**src/rtl/trace_pkg.sv**
```systemverilog
// -----------------------------------------------------------------------------
// trace_pkg
// Shared definitions for the register trace source:
//   - out_kind encodings (cycle stamp, PC, register)
//   - record length and last slot index
//   - slot index -> register number mapping
// Build option: TRACE_T_REGS_EN adds $t0-$t3 to the record (14 words);
// without it the record ends after $s7 (10 words).
// -----------------------------------------------------------------------------
package trace_pkg;

   localparam logic [1:0] KIND_CYCLE = 2'd0;
   localparam logic [1:0] KIND_PC    = 2'd1;
   localparam logic [1:0] KIND_REG   = 2'd2;

`ifdef TRACE_T_REGS_EN
   localparam int REC_LEN = 14;
`else
   localparam int REC_LEN = 10;
`endif

   localparam int SLOT_W = 4;
   localparam logic [SLOT_W-1:0] LAST_SLOT = SLOT_W'(REC_LEN - 1);

   typedef enum logic {ST_IDLE, ST_SEND} state_e;

   // Slots 2..9 map to $s0-$s7 (16..23), slots 10..13 to $t0-$t3 (8..11).
   // Slots 0 and 1 are not register slots; their result is never used.
   function automatic logic [4:0] slot_reg(input logic [SLOT_W-1:0] slot);
      logic [SLOT_W-1:0] idx;
      idx = slot - 4'd2;
      if (idx < 4'd8) begin
         slot_reg = 5'd16 + {2'b00, idx[2:0]};
      end else begin
         slot_reg = 5'd8 + {3'b000, idx[1:0]};
      end
   endfunction

endpackage

```
**src/rtl/trace_slot_rom.sv**
```systemverilog
// -----------------------------------------------------------------------------
// trace_slot_rom
// Combinational decode of a record slot index into the output word's kind and
// tag, plus the register-file debug read address.
// Ports:
//   slot      in   slot index being loaded
//   load_en   in   the output register loads this slot in the current cycle
//   kind      out  out_kind for this slot
//   tag       out  register number for register slots, 0 otherwise
//   dbg_addr  out  register number while a register slot loads, else 0
// -----------------------------------------------------------------------------
module trace_slot_rom
   import trace_pkg::*;
(
   input  logic [SLOT_W-1:0] slot,
   input  logic              load_en,
   output logic [1:0]        kind,
   output logic [4:0]        tag,
   output logic [4:0]        dbg_addr
);

   always_comb begin
      kind     = KIND_REG;
      tag      = slot_reg(slot);
      dbg_addr = 5'd0;
      if (slot == 4'd0) begin
         kind = KIND_CYCLE;
         tag  = 5'd0;
      end else if (slot == 4'd1) begin
         kind = KIND_PC;
         tag  = 5'd0;
      end
      // Keep the read port quiet unless a register word is actually captured.
      if (load_en && kind == KIND_REG) begin
         dbg_addr = tag;
      end
   end

endmodule

```
**src/rtl/reg_trace_unit.sv**
```systemverilog
// -----------------------------------------------------------------------------
// reg_trace_unit
// Trace source for the MIPS pipeline. A trigger snapshots the free-running
// cycle counter and pc_in, then the unit walks the register file through the
// debug read port and streams {kind, tag, data} words over valid/ready.
// Build option: TRACE_T_REGS_EN (see trace_pkg) selects the 14-word record
// including $t0-$t3; the default record is 10 words.
// Ports:
//   clk, rst_n        clock, synchronous active-low reset
//   trigger, pc_in    record request and the PC captured with it
//   dbg_addr/dbg_data register-file debug read port (combinational data)
//   out_valid/ready   output handshake
//   out_kind/tag/data output word
//   busy              record in progress or last word not yet accepted
//   dropped           saturating count of triggers ignored while busy
// -----------------------------------------------------------------------------
module reg_trace_unit
   import trace_pkg::*;
#(
   parameter int DATA_W = 32,
   parameter int DROP_W = 8
) (
   input  logic              clk,
   input  logic              rst_n,
   input  logic              trigger,
   input  logic [DATA_W-1:0] pc_in,
   output logic [4:0]        dbg_addr,
   input  logic [DATA_W-1:0] dbg_data,
   output logic              out_valid,
   input  logic              out_ready,
   output logic [1:0]        out_kind,
   output logic [4:0]        out_tag,
   output logic [DATA_W-1:0] out_data,
   output logic              busy,
   output logic [DROP_W-1:0] dropped
);

   state_e              state_q, state_d;
   logic [SLOT_W-1:0]   slot_q, slot_d;
   logic [DATA_W-1:0]   cyc_q, cyc_d;
   logic [DATA_W-1:0]   stamp_q, stamp_d;
   logic [DATA_W-1:0]   pc_q, pc_d;
   logic                out_valid_q, out_valid_d;
   logic [1:0]          out_kind_q, out_kind_d;
   logic [4:0]          out_tag_q, out_tag_d;
   logic [DATA_W-1:0]   out_data_q, out_data_d;
   logic [DROP_W-1:0]   dropped_q, dropped_d;

   logic                load;
   logic                busy_w;
   logic [1:0]          rom_kind;
   logic [4:0]          rom_tag;

   // The output register is free when empty or being drained this cycle.
   assign load   = (state_q == ST_SEND) && (!out_valid_q || out_ready);
   assign busy_w = (state_q != ST_IDLE) || out_valid_q;

   trace_slot_rom u_rom (
      .slot     (slot_q),
      .load_en  (load),
      .kind     (rom_kind),
      .tag      (rom_tag),
      .dbg_addr (dbg_addr)
   );

   always_comb begin
      state_d     = state_q;
      slot_d      = slot_q;
      cyc_d       = cyc_q + 1'b1;
      stamp_d     = stamp_q;
      pc_d        = pc_q;
      out_valid_d = out_valid_q;
      out_kind_d  = out_kind_q;
      out_tag_d   = out_tag_q;
      out_data_d  = out_data_q;
      dropped_d   = dropped_q;

      if (out_valid_q && out_ready) begin
         out_valid_d = 1'b0;
      end

      unique case (state_q)
         ST_IDLE: begin
            // Waiting for the previous record's last word also counts as busy.
            if (trigger && !busy_w) begin
               pc_d    = pc_in;
               stamp_d = cyc_q;
               slot_d  = '0;
               state_d = ST_SEND;
            end
         end
         ST_SEND: begin
            if (load) begin
               out_valid_d = 1'b1;
               out_kind_d  = rom_kind;
               out_tag_d   = rom_tag;
               unique case (rom_kind)
                  KIND_CYCLE: out_data_d = stamp_q;
                  KIND_PC:    out_data_d = pc_q;
                  default:    out_data_d = dbg_data;
               endcase
               slot_d = slot_q + 1'b1;
               if (slot_q == LAST_SLOT) begin
                  state_d = ST_IDLE;
               end
            end
         end
         default: state_d = ST_IDLE;
      endcase

      if (trigger && busy_w && (dropped_q != '1)) begin
         dropped_d = dropped_q + 1'b1;
      end
   end

   always_ff @(posedge clk) begin
      if (!rst_n) begin
         state_q     <= ST_IDLE;
         slot_q      <= '0;
         cyc_q       <= '0;
         out_valid_q <= 1'b0;
         out_kind_q  <= KIND_CYCLE;
         out_tag_q   <= '0;
         out_data_q  <= '0;
         dropped_q   <= '0;
      end else begin
         state_q     <= state_d;
         slot_q      <= slot_d;
         cyc_q       <= cyc_d;
         out_valid_q <= out_valid_d;
         out_kind_q  <= out_kind_d;
         out_tag_q   <= out_tag_d;
         out_data_q  <= out_data_d;
         dropped_q   <= dropped_d;
      end
      // Snapshot registers are only meaningful once a record starts.
      stamp_q <= stamp_d;
      pc_q    <= pc_d;
   end

   assign out_valid = out_valid_q;
   assign out_kind  = out_kind_q;
   assign out_tag   = out_tag_q;
   assign out_data  = out_data_q;
   assign busy      = busy_w;
   assign dropped   = dropped_q;

endmodule
```
**config.mk**
```make
export PLATFORM = sky130hd
export DESIGN_NAME = reg_trace_unit
export DESIGN_NICKNAME = d
export VERILOG_FILES = /design/src/rtl/trace_pkg.sv /design/src/rtl/trace_slot_rom.sv /design/src/rtl/reg_trace_unit.sv
export SDC_FILE = /design/constraint.sdc
export NUM_CORES = 1
export LEC_CHECK = 0
export ABC_AREA = 1
export CAP_MARGIN = 20
export CELL_PAD_IN_SITES_DETAIL_PLACEMENT = 0
export CELL_PAD_IN_SITES_GLOBAL_PLACEMENT = 2
export CORE_MARGIN = 4
export CORE_UTILIZATION = 31
export CTS_CLUSTER_DIAMETER = 40
export DETAILED_ROUTE_END_ITERATION = 6
export PLACE_DENSITY_LB_ADDON = 0.15
export SYNTH_ARGS = -nofsm -noshare
export SYNTH_HDL_FRONTEND = slang
export SYNTH_HIERARCHICAL = 1
export SYNTH_SLANG_ARGS = --single-unit
```
**constraint.sdc**
```tcl
create_clock -name clk -period 2.7 [get_ports clk]
set_input_delay 0.675 -clock clk [delete_from_list [all_inputs] [get_ports clk]]
set_output_delay 0.675 -clock clk [all_outputs]
set_load 0.01 [all_outputs]
```
==> results.yml, run 1 <==
pwr:
  ir_drop_v: 0.000417
  power_frac_seq: 0.469
  p_int_mw: 4.09
  power.net_switching_mw: 1.37
  leakagePower_nw: 3.08
  powerDensity_nw_per_um2: 654
  p_comb_frac: 0.123
  power_frac_clock: 0.408
  p_sw_frac: 0.251
clock_network:
  clock_latency_ns: 0.42
  cts_buffer_depth: 2
  cts.sinks: 149
  holdBufCountCts: 0
  cts_buffers: 17
  clk_pin_slew_worst_paths_ns: 0.06
  cts_tree: "done"
  htreeDepth: 4
  cts-root-buf: "clkbuf_16"
sta:
  finClkSkew_ns: 0.00958
  max-slew-margin-rel: 0.602
  period_needed_ns: 2.59
  setup-violations-final: 0
  period_share: 0.959
  worstMarginPinSlew_ns: 0.596
  whs_ns: 0.469
  hold_viol_final: 0
  clock.fmax_ghz: 0.386
  maxSlewViolCount: 0
  fin_tns_setup_ns: 0
  grt_setup_unrepaired: "no"
drt:
  drcViolationCount: 0
  first_pass_iters: 5
  drt-total-wl_um: 17400
  ant_nets: 0
  vias: 5185
  vias_per_cell: 4.72
  drt-initial-drc-count: 286
  wire_per_inst_um: 15.8
hold_path:
  min_from: "cyc_q[0]"
  hold_path_class: "reg2reg"
place:
  dp_cells: 1065
  port_buffers: 121
  place_area_um2: 7780
  dp.final_hpwl_um: 12400
  gp_congestion: 0.774
worst_setup_path:
  timing.rr.end: "out_data[14]"
  critical_path_class: "in2out"
  crit_path_start_kind: "input pin"
  path_common_cell: "nand2_1"
  crit_family: "buffers and inverters"
  r2r_setup_slack_ns: 0.52
  r2r-start: "slot_q[3]"
  cp_max_fo: 4
  worstPathRequired_ns: 2.03
  cp.depth: 9
  cp_slowest_stage_delay_ns: 0.46
  cp_slowest_cell: "clkdlybuf4s50_1"
  critPathLaunch: "out_ready"
  cp-endpoint: "dbg_addr[3]"
  end_kind: "output port"
  crit_chain: "clkdlybuf4s50_1 -> inv_1 -> nand2_1 -> nand2_1 -> inv_2 -> buf_4 -> nand2_1 -> nor2_1 -> clkdlybuf4s15_1"
  crit_buf_inv: 5
  worst_ep_arrival_time_ns: 1.91
  r2r_cells: 9
synthesis:
  ys_seq_elements: 149
  synthArstFlopShare: 0
  synthCells: 701
  ys_warn_count: 6
  yosysTopAreaCell: "edfxtp_1"
  synth_cell_types: 31
  synth_edf_count: 64
  netlist_area_um2: 6280
  avgSynthCellArea_um2: 8.96
  yosysSeqAreaShare: 0.577
  yosys.area.top_type_share: 0.306
  synth.area.top_cells: "edfxtp_1, dfxtp_1, nand3_1"
  ys.flop_type: "dfxtp_1"
  syn-num-nets: 774
finish:
  syn_to_final_growth_pct: 32.9
  postLayoutCellArea_um2: 8350
  nFillCells: 1967
  drive_gt1_frac: 0.103
  fin_cells: 1099
  antenna_cells: 0
  finalCoreUtilization: 0.423
  nets: 894
global_routing:
  grt_pass1_vias: 5000
  grt_max_degree: 66
  grt-ovfl-total: 0
  grt_pass1_wl_um: 27500
  track_usage: 0.158
  antenna_found_initial: 0
die:
  ios: 122
  initial_core_util: 0.319
  dieHeight_um: 150
  die_w_um: 150
  core_um2: 19700
  num_rows: 51
  die-area_um2: 22600
status:
  outcome: "finished, final reports clean"
job:
  drv_cap: 0
-- area by class of cell --
class | count | area (um2) | area share
clock buffer | 18 | 429 | 0.0514
tap | 265 | 332 | 0.0397
clock inverter | 14 | 128 | 0.0153
inverter | 52 | 195 | 0.0234
sequential | 149 | 3620 | 0.434
multi-input combinational | 465 | 2300 | 0.275
timing repair buffer | 136 | 1340 | 0.161
-- flip-flops by register name, indices dropped and copies added (netlist names) --
register and cells:
cyc_q 32, out_data 32, pc_q 32, stamp_q 32
dropped 8, out_tag 5, slot_q 4, out_kind 2
out_valid 1, state_q 1
-- cell usage in the layout, fill, tap and decap left out, drive strengths merged, types with 33 or more instances in the layout --
cell,count
a21oi,60
a31oi,33
clkdlybuf4s50,115
dfxtp,85
edfxtp,64
inv,55
nand2,109
nand3,86
nor2,104
o21ai,51
-- power groups by stage --
| stage | logic (mW) | clock network, mW | registers, mW |
|---|---|---|---|
| finish | 0.671 | 2.23 | 2.56 |
| global route | 0.740 | 2.39 | 2.58 |
| CTS | 0.680 | 2.29 | 2.56 |
| detailed placement | 0.673 | 0 | 2.61 |
| global placement | 0.670 | 0 | 2.61 |
| floorplan | 0.288 | 0 | 2.63 |
-- routing by layer --
layer / vias up / part of all wire / track usage
li1: 2646 / - / -
met1: 2401 / 0.49 / 0.228
met2: 123 / 0.45 / 0.239
met3: 15 / 0.052 / 0.0328
met4: 0 / 0.0079 / 0.0439
met5: - / 0 / 0
-- timing repair --
action | in CTS | in global routing
setup endpoints to repair | 5 | 3
setup buffers | 2 | 0
gates resized for setup | 9 | 4
-- kinds of logic after synthesis --
logic type	Yosys count	share of synthesized area
AOI/OAI and AO/OA	147	0.125
adders and majority gates	5	0.00996
DFF	149	0.577
buffers and inverters	87	0.0588
and+or+nand+nor	311	0.227
xor gates and xnor gates	2	0.00279
-- per-stage QoR --
| stage | setup WS [ns] | power, mW |
|---|---|---|
| final | 0.112 | 5.46 |
| after CTS | 0.0129 | 5.54 |
| after global routing | 0.00830 | 5.71 |
| after global placement | -0.197 | 3.28 |
| after detailed placement | -0.248 | 3.28 |
| after floorplan | 0.219 | 2.92 |
-- worst min path at each step --
stage,end,slack [ns],cells past startpoint
final,cyc_q[0],0.47,1
after detailed placement,stamp_q[1],0.46,0
after CTS,stamp_q[1],0.47,0
after floorplan,cyc_q[0],0.43,1
after global routing,stamp_q[1],0.49,0
after global placement,cyc_q[0],0.44,1
-- synthesized netlist by cell type (all sizes together), types with 2 or more instances --
master	instances
a21oi	60
a31oi	33
and2	2
and3	3
buf	21
clkbuf	14
dfxtp	85
edfxtp	64
ha	5
inv	52
nand2	109
nand3	86
nor2	104
nor3	5
o21a	2
o21ai	51
xor2	2
Power figures use the tool's default switching activity.
==> run 2, diff against run 1 <==
- clock period: 2.7 -> 2.6 ns (I/O delays scaled with it)
==> results.yml, run 2 (same netlist as run 1, synthesis figures left out) <==
drt:
  ant_nets: 0
  wire_per_inst_um: 15.9
  drt-initial-drc-count: 250
  drcViolationCount: 0
  first_pass_iters: 5
  vias: 5200
  drt-total-wl_um: 17500
  vias_per_cell: 4.72
status:
  outcome: "finished, final reports clean"
global_routing:
  grt_pass1_wl_um: 28000
  antenna_found_initial: 0
  track_usage: 0.161
  met1_usage: 0.231
  grt_max_degree: 66
  grtUsageMet3: 0.0370
  grt-ovfl-total: 0
  grt_pass1_vias: 5135
  gr-usage-met2: 0.243
  grt.busiest_layer: "met2"
die:
  initial_core_util: 0.319
  ios: 122
  die_w_um: 150
  die-area_um2: 22600
  core_um2: 19700
  dieHeight_um: 150
  num_rows: 51
sta:
  finClkSkew_ns: 0.00678
  period_needed_ns: 2.49
  period_share: 0.956
  fin_tns_setup_ns: 0
  setup-violations-final: 0
  maxSlewViolCount: 0
  worst_slack_ns: 0.115
  clock.fmax_ghz: 0.402
  grt_setup_unrepaired: "no"
  hold_viol_final: 0
  max-slew-margin-rel: 0.593
  worstMarginPinSlew_ns: 0.610
clock_network:
  cts.sinks: 149
  cts_buffer_depth: 2
  clk_pin_slew_worst_paths_ns: 0.06
  cts_tree: "done"
  holdBufCountCts: 0
  clock_latency_ns: 0.42
  htreeDepth: 4
  cts_buffers: 17
  cts-root-buf: "clkbuf_16"
worst_setup_path:
  critical_path_class: "in2out"
  cp_max_fo: 4
  end_kind: "output port"
  crit_path_start_kind: "input pin"
  worstPathRequired_ns: 1.95
  worst_ep_arrival_time_ns: 1.84
finish:
  multi_input_area_um2: 2300
  drive_gt1_frac: 0.110
  postLayoutCellArea_um2: 8420
  nFillCells: 1965
  final_common_cell: "clkdlybuf4s50_1"
  layout_common_cells: "clkdlybuf4s50_1, nand2_1, nor2_1, nand3_1, dfxtp_1"
  fin_cells: 1102
  nets: 897
  seq_area_um2: 3620
  antenna_cells: 0
  syn_to_final_growth_pct: 34.0
place:
  preCtsSetupSlack_ns: -0.284
  dp.final_hpwl_um: 12300
  gp_congestion: 0.763
  port_buffers: 121
  place_area_um2: 7780
  dp_cells: 1067
job:
  drv_cap: 0
pwr:
  power.total_mw: 5.91
  leakagePower_nw: 3.13
  powerDensity_nw_per_um2: 703
  ir_drop_v: 0.000408
hold_path:
  hold_path_class: "reg2reg"
-- run 2: cell count changes in the layout (fill, tap and decap cells not counted), moves of 2 or more --
| cell | delta |
|---|---|
| clkinv_2 | +2 |
| inv_6 | -3 |
| clkinvlp_4 | -3 |
| nand2_1 | -2 |
| buf_4 | +4 |
| nand2_2 | +2 |
| bufinv_16 | +3 |
-- run 2: report_power, final --
part	internal [mW]	total, mW	switching [mW]
clock	1.61	2.55	0.946
sequential	2.60	2.66	0.0639
combinational	0.329	0.699	0.370
-- run 2: final timing paths --
path              cells past startpoint            to  slack, ns  startpoint
setup / recovery                      9   dbg_addr[1]       0.11   out_ready
hold / removal                        0   stamp_q[31]       0.47   cyc_q[31]
setup reg to reg                      9  out_data[14]       0.66   slot_q[3]
hold reg to reg                       0   stamp_q[31]       0.47   cyc_q[31]
-- run 2: critical path: stages --
cell and delay [ns]:
clkdlybuf4s50_1 0.46, inv_1 0.04, nand2_2 0.06, nand2_2 0.06
inv_2 0.08, buf_4 0.12, inv_2 0.04, nor3_2 0.16
buf_2 0.15
-- run 2: metrics by stage --
step,hold slack [ns],utilization
final,0.466,0.427
after global routing,0.489,0.427
after CTS,0.462,0.426
after detailed placement,0.448,0.395
after global placement,0.439,0.395
after floorplan,0.427,-
-- run 2: repair_timing --
action / in CTS / in global routing
endpoints found under the hold margin: 0 / 0
pin swaps: 0 / 1
gates resized for setup: 11 / 6
buffers inserted: 2 / 1
setup endpoints to repair: 5 / 3
-- run 2: area by class of cell --
cell class                      instances  area share
Timing Repair Buffer                  139       0.160
Clock buffer                           19      0.0514
Multi-Input combinational cell        465       0.273
Sequential cell                       149       0.431
Tap cell                              265      0.0394
Clock inverter                         13      0.0219
Inverter                               52      0.0232
-- run 2: layer usage --
layer	part of all wire	wire length (um)	vias to the layer above
li1	-	-	2644
met1	0.49	8580	2428
met2	0.44	7780	111
met3	0.052	915	17
met4	0.014	238	0
met5	0	0	-
==> run 3, diff against run 2 <==
- CORE_ASPECT_RATIO: default -> 1.2
- SLEW_MARGIN: default -> 10
==> results.yml, run 3 (same netlist as run 1, synthesis figures left out) <==
job:
  drv_cap: 0
finish:
  nFillCells: 2009
  antenna_cells: 0
  nets: 896
  drive_gt1_frac: 0.104
  layout_common_cells: "clkdlybuf4s50_1, nand2_1, nor2_1, nand3_1, dfxtp_1"
  final_common_cell: "clkdlybuf4s50_1"
  syn_to_final_growth_pct: 33.1
  fin_cells: 1097
pwr:
  ir_drop_v: 0.000409
  p_sw_frac: 0.241
  power_frac_seq: 0.460
  leakagePower_nw: 3.10
  power.total_mw: 5.79
  p_comb_frac: 0.120
  p_int_mw: 4.39
  powerDensity_nw_per_um2: 692
  power_frac_clock: 0.419
  power.net_switching_mw: 1.39
worst_setup_path:
  timing.rr.end: "out_data[4]"
  end_kind: "output port"
  critical_path_class: "in2out"
  worstPathRequired_ns: 1.95
  r2r_setup_slack_ns: 0.44
  r2r_cells: 7
  worst_ep_arrival_time_ns: 1.87
  r2r-start: "slot_q[3]"
  crit_path_start_kind: "input pin"
  cp_max_fo: 3
status:
  outcome: "finished, final reports clean"
drt:
  drt-total-wl_um: 17600
  drt-initial-drc-count: 277
  ant_nets: 0
  first_pass_iters: 5
  vias: 5182
  wire_per_inst_um: 16.1
  drcViolationCount: 0
  vias_per_cell: 4.72
clock_network:
  clk_pin_slew_worst_paths_ns: 0.06
  cts_buffers: 17
  cts.sinks: 149
  cts-root-buf: "clkbuf_16"
  htreeDepth: 4
  clock_latency_ns: 0.42
  cts_buffer_depth: 2
  cts_tree: "done"
  holdBufCountCts: 0
sta:
  clock.fmax_ghz: 0.397
  finClkSkew_ns: 0.0118
  worstMarginPinSlew_ns: 0.616
  period_needed_ns: 2.52
  hold_viol_final: 0
  maxSlewViolCount: 0
  whs_ns: 0.458
  max-slew-margin-rel: 0.589
  period_share: 0.970
  grt_setup_unrepaired: "no"
  setup-violations-final: 0
  worst_slack_ns: 0.0785
  fin_tns_setup_ns: 0
global_routing:
  grt_pass1_vias: 5075
  grt_pass1_wl_um: 27500
  grt-ovfl-total: 0
  grt_max_degree: 45
  track_usage: 0.158
  antenna_found_initial: 0
hold_path:
  hold_end: "cyc_q[0]"
  hold_path_class: "reg2reg"
  min_from: "cyc_q[0]"
  hold_depth: 1
place:
  gp_congestion: 0.814
  preCtsSetupSlack_ns: -0.283
  dp_cells: 1062
  dp.final_hpwl_um: 12600
  port_buffers: 121
die:
  die-area_um2: 22600
  num_rows: 56
  initial_core_util: 0.318
  die_w_um: 138
  dieHeight_um: 164
  ios: 122
  core_um2: 19800
run 3: cell count changes in the layout (fill, tap and decap cells not counted), moves of 2 or more:
cell and delta:
bufinv_16 -2, clkinv_4 -2, nand2_1 +2, nand2_2 -2
run 3: layout make-up:
| cell class | instances | area (um2) | share of cell area |
|---|---|---|---|
| flip-flops and latches | 149 | 3620 | 0.433 |
| multi-input cells | 465 | 2290 | 0.274 |
| repair buffers | 138 | 1340 | 0.160 |
| clock buffers | 20 | 458 | 0.0548 |
| well taps | 261 | 327 | 0.0390 |
| inverters | 52 | 195 | 0.0233 |
| clock inverters | 12 | 128 | 0.0153 |
run 3: stage by stage:
step / cell area, um2 / utilization
2_1_floorplan: 6280 / -
3_3_place_gp: 7770 / 0.393
3_5_place_dp: 7770 / 0.393
4_1_cts: 8370 / 0.424
5_1_grt: 8360 / 0.423
6_report: 8360 / 0.423
run 3: worst max-delay path: stages:
cell and delay [ns]:
clkdlybuf4s50_1 0.45, inv_1 0.04, nand2_1 0.07, nand2_1 0.08
inv_2 0.09, buf_4 0.11, inv_1 0.05, nor3_1 0.18
buf_2 0.16
run 3: timing repair:
item,4_1_cts,5_1_grt
gates resized for setup,9,3
pin swaps,0,0
setup endpoints to repair,5,2
buffers inserted,3,0
run 3: worst max path at each step:
stage	start	cells past startpoint	endpoint	slack, ns
after floorplan	trigger	2	pc_q[0]	0.14
after global placement	out_ready	8	dbg_addr[1]	-0.24
after detailed placement	out_ready	8	dbg_addr[1]	-0.28
after CTS	out_ready	9	dbg_addr[0]	0.008
after global routing	out_ready	9	dbg_addr[1]	0.008
final	out_ready	9	dbg_addr[1]	0.08
run 3: routing by layer:
layer | up-vias | track usage | part of all wire
li1 | 2640 | - | -
met5 | - | 0 | 0
met3 | 17 | 0.0319 | 0.053
met4 | 0 | 0.0449 | 0.013
met2 | 115 | 0.254 | 0.46
met1 | 2410 | 0.217 | 0.47
run 3: power groups by stage:
stage | clock, mW | combinational (mW) | sequential (mW)
after floorplan | 0 | 0.299 | 2.73
after global placement | 0 | 0.691 | 2.71
after detailed placement | 0 | 0.695 | 2.71
after CTS | 2.49 | 0.705 | 2.66
after global routing | 2.58 | 0.762 | 2.68
final | 2.43 | 0.696 | 2.66
